## src/rtl/ground.sv

```systemverilog
// Scrolling ground layer for the VGA runner game: scroll offset, speed ramp
// and a registered ground pixel for the current (row, col) address.
module ground (
    input  logic [31:0] clkdiv,
    input  logic        N_rst,
    input  logic [8:0]  row_addr,
    input  logic [9:0]  col_addr,
    input  logic        game_status,
    output logic [5:0]  ground_position,
    output logic [3:0]  speed,
    output logic        px
);

    localparam logic [3:0] SPEED_MAX = 4'd15;
    localparam logic [9:0] CNT_LAST  = 10'd1023;

    function automatic logic [3:0] sat_inc(input logic [3:0] v);
        return (v == SPEED_MAX) ? SPEED_MAX : v + 4'd1;
    endfunction

    logic       clk;
    logic       unused_clkdiv_bits;
    logic       samp_q, samp_d;
    logic       prime_q, prime_d;
    logic [9:0] cnt_q, cnt_d;
    logic [5:0] pos_q, pos_d;
    logic [3:0] spd_q, spd_d;
    logic       px_q, px_d;
    logic       tick;
    logic [9:0] x_full;
    logic [5:0] x;
    logic       visible;

    assign clk                = clkdiv[0];
    assign unused_clkdiv_bits = ^{clkdiv[31:18], clkdiv[16:1]};

    // prime_q masks the first capture after reset so a high bit 17 is not
    // mistaken for a rising edge against the cleared sample register.
    always_comb begin
        tick   = prime_q && !samp_q && clkdiv[17];
        samp_d = clkdiv[17];
        prime_d = 1'b1;
        pos_d  = pos_q;
        spd_d  = spd_q;
        cnt_d  = cnt_q;
        if (tick && game_status) begin
            pos_d = pos_q + {2'b00, spd_q};
            cnt_d = cnt_q + 10'd1;
            if (cnt_q == CNT_LAST) begin
                spd_d = sat_inc(spd_q);
            end
        end
    end

    always_comb begin
        x_full  = col_addr + {4'd0, pos_q};
        x       = x_full[5:0];
        visible = (col_addr < 10'd640) && (row_addr < 9'd480);
        px_d    = 1'b0;
        if (visible) begin
            case (row_addr)
                9'd400, 9'd401: px_d = 1'b1;
                9'd403:         px_d = (x[3:0] < 4'd3);
                9'd405:         px_d = (x[4:0] == 5'd20) || (x[4:0] == 5'd21);
                default:        px_d = 1'b0;
            endcase
        end
    end

    always_ff @(posedge clk or posedge N_rst) begin
        if (N_rst) begin
            samp_q  <= 1'b0;
            prime_q <= 1'b0;
            cnt_q   <= 10'd0;
            pos_q   <= 6'd0;
            spd_q   <= 4'd1;
            px_q    <= 1'b0;
        end else begin
            samp_q  <= samp_d;
            prime_q <= prime_d;
            cnt_q   <= cnt_d;
            pos_q   <= pos_d;
            spd_q   <= spd_d;
            px_q    <= px_d;
        end
    end

    assign ground_position = pos_q;
    assign speed           = spd_q;
    assign px              = px_q;

endmodule

```

## config.mk

```make
export PLATFORM = sky130hd
export DESIGN_NAME = ground
export DESIGN_NICKNAME = d
export VERILOG_FILES = /design/src/rtl/ground.sv
export SDC_FILE = /design/constraint.sdc
export NUM_CORES = 1
export LEC_CHECK = 0
export CELL_PAD_IN_SITES_DETAIL_PLACEMENT = 1
export CELL_PAD_IN_SITES_GLOBAL_PLACEMENT = 1
export CORE_UTILIZATION = 30
export CTS_CLUSTER_DIAMETER = 30
export CTS_CLUSTER_SIZE = 28
export DETAILED_ROUTE_END_ITERATION = 8
export PLACE_DENSITY_LB_ADDON = 0.3
export REMOVE_ABC_BUFFERS = 1
export SYNTH_ARGS = -nofsm -noshare
export SYNTH_HDL_FRONTEND = slang
export SYNTH_SLANG_ARGS = --single-unit
export TNS_END_PERCENT = 1
```

## constraint.sdc

```tcl
create_clock -name clkdiv -period 2.4 [get_ports clkdiv]
set_input_delay 0.48 -clock clkdiv [delete_from_list [all_inputs] [get_ports clkdiv]]
set_output_delay 0.48 -clock clkdiv [all_outputs]
set_load 0.005 [all_outputs]
```

Yosys cells after proc, flatten, opt, wreduce, memory -nomap -nowiden
Cells that the tools add are included.
- flip-flop bits (word level): 23
- bits of input ports: 53
- logic and storage cells: 32
- add/subtract/negate cells: 4
- $lt $le $gt $ge: 3
- equal/unequal tests: 8
- muxes and demuxes: 3
- reductions and logical operators: 8
- operator list (cell ; count):
    $eq 9x9->1 const B ; 4
    $add 10x1->10 const B ; 1
    $eq 10x10->1 const B ; 1
    $eq 5x5->1 const B ; 2
    $lt 10x10->1 const B ; 1
    $lt 9x9->1 const B ; 1
    $add 6x4->6 ; 1
    $add 5x5->5 ; 1
    $add 4x1->4 const B ; 1
    $eq 4x4->1 const B ; 1
    $logic_and 1x1->1 ; 4
    $lt 4x2->1 const B ; 1
    $mux 4 ; 1
    $pmux 1 s3 ; 1
    $reduce_and 2->1 ; 1
    $reduce_or 2->1 ; 1
    $logic_not 1->1 ; 1
    $logic_or 1x1->1 ; 1
    $mux 1 ; 1

Depth between registers and ports, before layout
Gate-level depths: netlist of the first run.
- depth after elaboration: 5
- depth in mapped cells: 8
- gate-level depth less buffers: 8

Worst setup path before layout of the first run
No wires, ideal clock.
- path type: input to register
- start point: in col_addr[0]
- end point: reg px_q (netlist: px)
- arrival time: 1.700 ns
- slack: 0.580 ns
- stages on the path: 8
- path buffers: 0
- cells stage by stage: ha_1 inv_1 fa_1 nor2b_1 nor3_1 a31oi_1 o32ai_1 and4_1
- cells in the longest elaborated chain, start to end: 5
- ends and longest elaborated chain (what ; RTL line ; text):
    start, declared ; 7 ; input logic [9:0] col_addr,
    branches (longest 4 deep; another with $add 5x5->5) ; -- ;
    $mux 1 * ; 60 ; if (visible) begin
    via px_d ; 28 ; logic px_q, px_d;
    end signal, assigned ; 84 ; px_q <= px_d;
    end, declared ; 28 ;
Mark *: on every way through the listed nets, which the timed path passes.
A chain may end at the register's enable or synchronous reset.

==> flow_summary.ini, run 1 <==
[floorplan]
rows = 23
pin_count = 64
initial_core_util = 0.322
die_w_um = 68.5
die_h_um = 68.5
core_area_mm2 = 0.00412
die_area_mm2 = 0.00469

[cells_and_area]
fill_cells = 465
syn2layout_area_growth_pct = 50.7
final_cell_mix = 30 x clkdlybuf4s50_1, 22 x dfrtp_1, 17 x clkbuf_8, 16 x nand2_1, 12 x xnor2_1
utilization = 0.486
drive_gt1_frac = 0.211
final_common_cell = clkdlybuf4s50_1
nNetsFinal = 239
diodes = 0

[routing]
drt-pass1-iter-count = 4
post_drt_wl_per_cell_um = 17.2
drtIter0Drc = 106
viasPerCell = 5.15
vias = 1185
drc = 0
finalWirelength_um = 3960
ant_nets = 0

[synth]
syn_area_per_cell_um2 = 10.9
yosysUniqueCellTypes = 34
synth_top_area_share = 0.415
synth_area_leader_cell = dfrtp_1
synth_xor_area_frac = 0.112
syn_area_mm2 = 0.00133
synth_simple_gate_area_frac = 0.203
ys_ff_latch = 23
ys_async_sr_fraction = 1.00
synth-compound-area-share = 0.0792
yosysSeqAreaShare = 0.435
syn_inst = 122
synthMuxAreaShare = 0.0113
synth_area_leaders = dfrtp_1 42%, ha_1 9.4%, xnor2_1 7.9%, nand2_1 4.5%, xor2_1 3.3%
synth_edf_count = 0
synthFlopType = dfrtp_1
synth_fa_ha_area_frac = 0.125
yosysWarnings = 0
synth_top_family_by_area = simple AND/OR/NAND/NOR gates

[setup_path]
r2r_cells = 8
crit_arrival_ps = 2530
reg2reg_slack_ps = 350
path_class = clock port to register
crit_path_frequent_cell = clkbuf_8
cpPeakStageDelay_ps = 220
crit_required_ps = 2560
crit_chain = clkbuf_8, clkbuf_8, and4b_2, and3_4, clkbuf_8, nand4_1, clkbuf_8, clkbuf_8, nor2_1, xor2_1
cp_max_fo = 3
r2r_end = speed[3]
worstSetupEndpointType = register
reg2reg_from = cnt_q[0]
cp-start-kind = clock port
crit_start = clkdiv[17]
critPathSlowestCell = and4b_2

[place]
dp_hpwl_um = 2400
gp_congestion = 0.702
portBuffers = 30

[power_and_ir_drop]
power_frac_seq = 0.442
peakVddDrop_mv = 0.318
power_frac_clock = 0.488
power_density_mw_per_mm2 = 545
p_comb_frac = 0.070
power.leakage_nw = 0.926
p_int_uw = 770
p_sw_uw = 318
swShare = 0.292

[job]
max_cap_violations = 0

[run_status]
outcome = finished with violations
violations = negative hold slack

[sta]
rsz0062_at_grt = true
timing.final.hold_violations = 1
drv_slew = 0
whs_ps = -25.0
setup_violations = 0
skew_ps = 4.94
tns_ps = 0

[global_route]
track_usage = 0.232
grt_pass1_vias = 1612
antenna_found_initial = 0
overflow = 0
grt_pass1_wl_um = 6470
grt_max_degree = 24

[min_path]
holdPathStages = 2
hold_path_end = samp_q
min_from = clkdiv[17]
hp-class = clock port to register

[clocking]
cts_tree = yes
clk_pin_slew_ps = 90
clock_latency_ps = 270
cts_hold_buf = 0
[power groups by stage]
stage	Clock (mW)	Combinational (mW)	Sequential, mW
after CTS	0.549	0.0775	0.480
after global placement	0.0578	0.0705	0.471
after global routing	0.591	0.0853	0.485
after detailed placement	0.0578	0.0767	0.478
after floorplan	0.0579	0.0302	0.465
final	0.531	0.0767	0.481
[sequential cells by signal, indices dropped and copies added, names as in the netlist]
register,count
px,1
samp_q,1
speed,4
prime_q,1
cnt_q,10
ground_position,6
[synth_stat cells, drive strengths merged, types with 2 or more instances]
master and number:
buf 2, o21a 2, and3 2, ha 10
nor2b 4, a31oi 3, dfrtp 22, a21o 2
inv 7, nand3 2, xor2 5, and4 2
a21oi 3, nor3 2, nor2 5, nand2 16
nand4 4, o21ai 5, fa 2, xnor2 12
[worst max path at each step]
stage                    end  depth (start not counted)
floorplan           speed[3]                          5
global placement          px                          8
detailed placement        px                          8
CTS                 speed[3]                         10
global route        cnt_q[9]                         10
finish              cnt_q[9]                         10
[per-layer routing]
| metal | wire (um) | vias to the layer above | global-route usage | share of wire |
|---|---|---|---|---|
| met5 | 0 | - | 0 | 0 |
| met4 | 159 | 0 | 0.378 | 0.040 |
| met3 | 302 | 21 | 0.222 | 0.076 |
| met2 | 2090 | 67 | 0.281 | 0.53 |
| met1 | 1410 | 566 | 0.159 | 0.36 |
| li1 | - | 531 | - | - |
[cell type report]
type                    count  area [um2]  share of cell area
repair buffers             31         308               0.154
flip-flops and latches     23         577               0.289
clock inverters             6        33.8              0.0169
well taps                  50        62.6              0.0313
multi-input cells          90         718               0.359
inverters                   7        26.3              0.0131
clock buffers              23         273               0.137
[critical path, delay by kind of cell]
| kind | cells | cell delay (ps) |
|---|---|---|
| buffers and inverters | 5 | 640 |
| xor gates and xnor gates | 1 | 130 |
| and+or+nand+nor | 4 | 570 |
[per-stage QoR]
stage / worst slack [ps] / instance area (um2) / total power, mW / hold WS (ps) / cells
finish: 32.6 / 2000 / 1.09 / -25.0 / 230
global route: -23.5 / 2000 / 1.16 / -46.7 / 230
CTS: -13.0 / 2000 / 1.11 / -27.6 / 230
detailed placement: -104 / 1680 / 0.612 / 31.4 / 201
global placement: -20.6 / 1680 / 0.599 / 31.4 / 201
floorplan: 227 / 1310 / 0.553 / 31.4 / 120
[what timing repair did]
| action | CTS | global route |
|---|---|---|
| setup endpoints to repair | 9 | 4 |
| resized for setup | 3 | 1 |
| buffers inserted | 3 | 1 |
[logic make-up after synthesis]
logic type                 after synthesis
adders and majority gates               12
other                                    1
DFF                                     23
and+or+nand+nor                         42
buffers and inverters                    9
AOI/OAI and AO/OA                       17
muxes                                    1
xor gates and xnor gates                17
Power figures use the tool's default switching activity.
==> inputs of run 2 (changes only) <==
--- a/config.mk
+++ b/config.mk
@@ -7,6 +7,7 @@
 export LEC_CHECK = 0
 export CELL_PAD_IN_SITES_DETAIL_PLACEMENT = 1
 export CELL_PAD_IN_SITES_GLOBAL_PLACEMENT = 1
+export CORE_MARGIN = 3
 export CORE_UTILIZATION = 30
 export CTS_CLUSTER_DIAMETER = 30
 export CTS_CLUSTER_SIZE = 28
==> run 2 against run 1 <==
Net effect: the run still ends with negative hold slack left; via count fell by 0.25%; non-clock buffer count did not move; hold slack improved by 24 ps; register-to-register slack about the same; design area fell by 0.13%; critical path type unchanged; critical endpoint is now cnt_q[7]; highest routed layer unchanged.
==> flow_summary.ini, run 2 (synthesis gave the netlist of run 1 again) <==
[routing]
post_drt_wl_per_cell_um = 17.0
drc = 0
drtIter0Drc = 65
drt-pass1-iter-count = 5
finalWirelength_um = 3910
viasPerCell = 5.14
vias = 1182
ant_nets = 0

[setup_path]
r2r_cells = 7
crit_arrival_ps = 2510
worstSetupEndpointType = register
r2r_end = px
reg2reg_slack_ps = 360
cp_max_fo = 3
reg2reg_from = ground_position[0]
crit_required_ps = 2550
cp-start-kind = clock port
path_class = clock port to register

[cells_and_area]
diodes = 0
syn2layout_area_growth_pct = 50.5
fin_cells = 230
final_common_cell = clkdlybuf4s50_1
utilization = 0.482
drive_gt1_frac = 0.206
largest_reg_flops = 10
nNetsFinal = 239
regMostFlops = cnt_q
final_cell_mix = 30 x clkdlybuf4s50_1, 22 x dfrtp_1, 17 x clkbuf_8, 16 x nand2_1, 12 x xnor2_1

[clocking]
cts_tree = yes
clock_latency_ps = 260
cts_hold_buf = 0
clk_pin_slew_ps = 80

[power_and_ir_drop]
finalPower_mw = 1.07
power_density_mw_per_mm2 = 535
power.leakage_nw = 0.927
p_int_uw = 765
power_frac_seq = 0.444
p_comb_frac = 0.068
peakVddDrop_mv = 0.276
p_sw_uw = 302
swShare = 0.283
power_frac_clock = 0.488

[sta]
setup_violations = 0
timing.final.hold_violations = 1
rsz0062_at_grt = false
drv_slew = 0
skew_ps = 4.91
whs_ps = -1.45

[floorplan]
initial_core_util = 0.320
die_area_mm2 = 0.00525
rows = 23
die_w_um = 72.5
die_h_um = 72.5
core_area_mm2 = 0.00414
pin_count = 64

[place]
dp_hpwl_um = 2410
dp.cells = 201
portBuffers = 30
gp_congestion = 0.877

[global_route]
grt_pass1_wl_um = 6800
track_usage = 0.208
overflow = 0
antenna_found_initial = 0
grt_pass1_vias = 1659
grt_max_degree = 24

[job]
max_cap_violations = 0

[min_path]
min_from = clkdiv[17]
hp-class = clock port to register
holdPathStages = 2
hold_path_end = samp_q

[run_status]
outcome = finished with violations
violations = negative hold slack
## run 2: cell types whose count changed in the layout (fill, tap and decap cells not counted)
cell    change
nor2_1      +1
nor2_2      -1
## run 2: how the worst max path moves through the flow
stage | endpoint | from | slack, ps
floorplan | speed[3] | clkdiv[17] | 230
global placement | px | col_addr[0] | -30
detailed placement | px | col_addr[0] | -110
CTS | speed[3] | clkdiv[17] | -8
global route | px | col_addr[0] | 8
finish | cnt_q[7] | clkdiv[17] | 40
## run 2: critical path, cell delays in order
cell and delay (ps):
clkbuf_8 120, clkbuf_8 130, and4b_2 210, and3_4 200
clkbuf_8 130, nand4_1 90, clkbuf_8 140, clkbuf_8 110
nor2_1 50, xor2_1 130
## run 2: power groups by stage
stage,combinational [mW],sequential (mW),clock (mW)
finish,0.0725,0.474,0.521
global placement,0.0700,0.471,0.0578
global route,0.0835,0.482,0.594
detailed placement,0.0728,0.479,0.0578
CTS,0.0740,0.474,0.543
floorplan,0.0302,0.465,0.0579
## run 2: layout make-up
cell class                 instances  area (um2)
fill                             462        2150
multi-input combinational         90         716
sequential                        23         577
timing repair buffer              31         308
clock buffer                      23         273
tap                               50        62.6
clock inverter                     6        33.8
inverter                           7        26.3
## run 2: repair_timing
item,CTS,global route
pin swaps,1,0
setup buffers,4,0
gates resized for setup,3,0
setup endpoints to repair,9,1
## run 2: layer usage
layer | wire (um) | track usage | part of all wire
met4 | 212 | 0.332 | 0.054
met2 | 1950 | 0.244 | 0.50
met1 | 1370 | 0.129 | 0.35
met5 | 0 | 0.0606 | 0
met3 | 371 | 0.222 | 0.095
## run 2: metrics by stage
step | instance area (um2) | TNS, ps | worst slack [ps]
2_1_floorplan | 1310 | 0 | 227
3_3_place_gp | 1680 | -26.8 | -26.8
3_5_place_dp | 1680 | -107 | -107
4_1_cts | 2010 | -7.75 | -7.75
5_1_grt | 2000 | 0 | 7.69
6_report | 2000 | 0 | 41.5
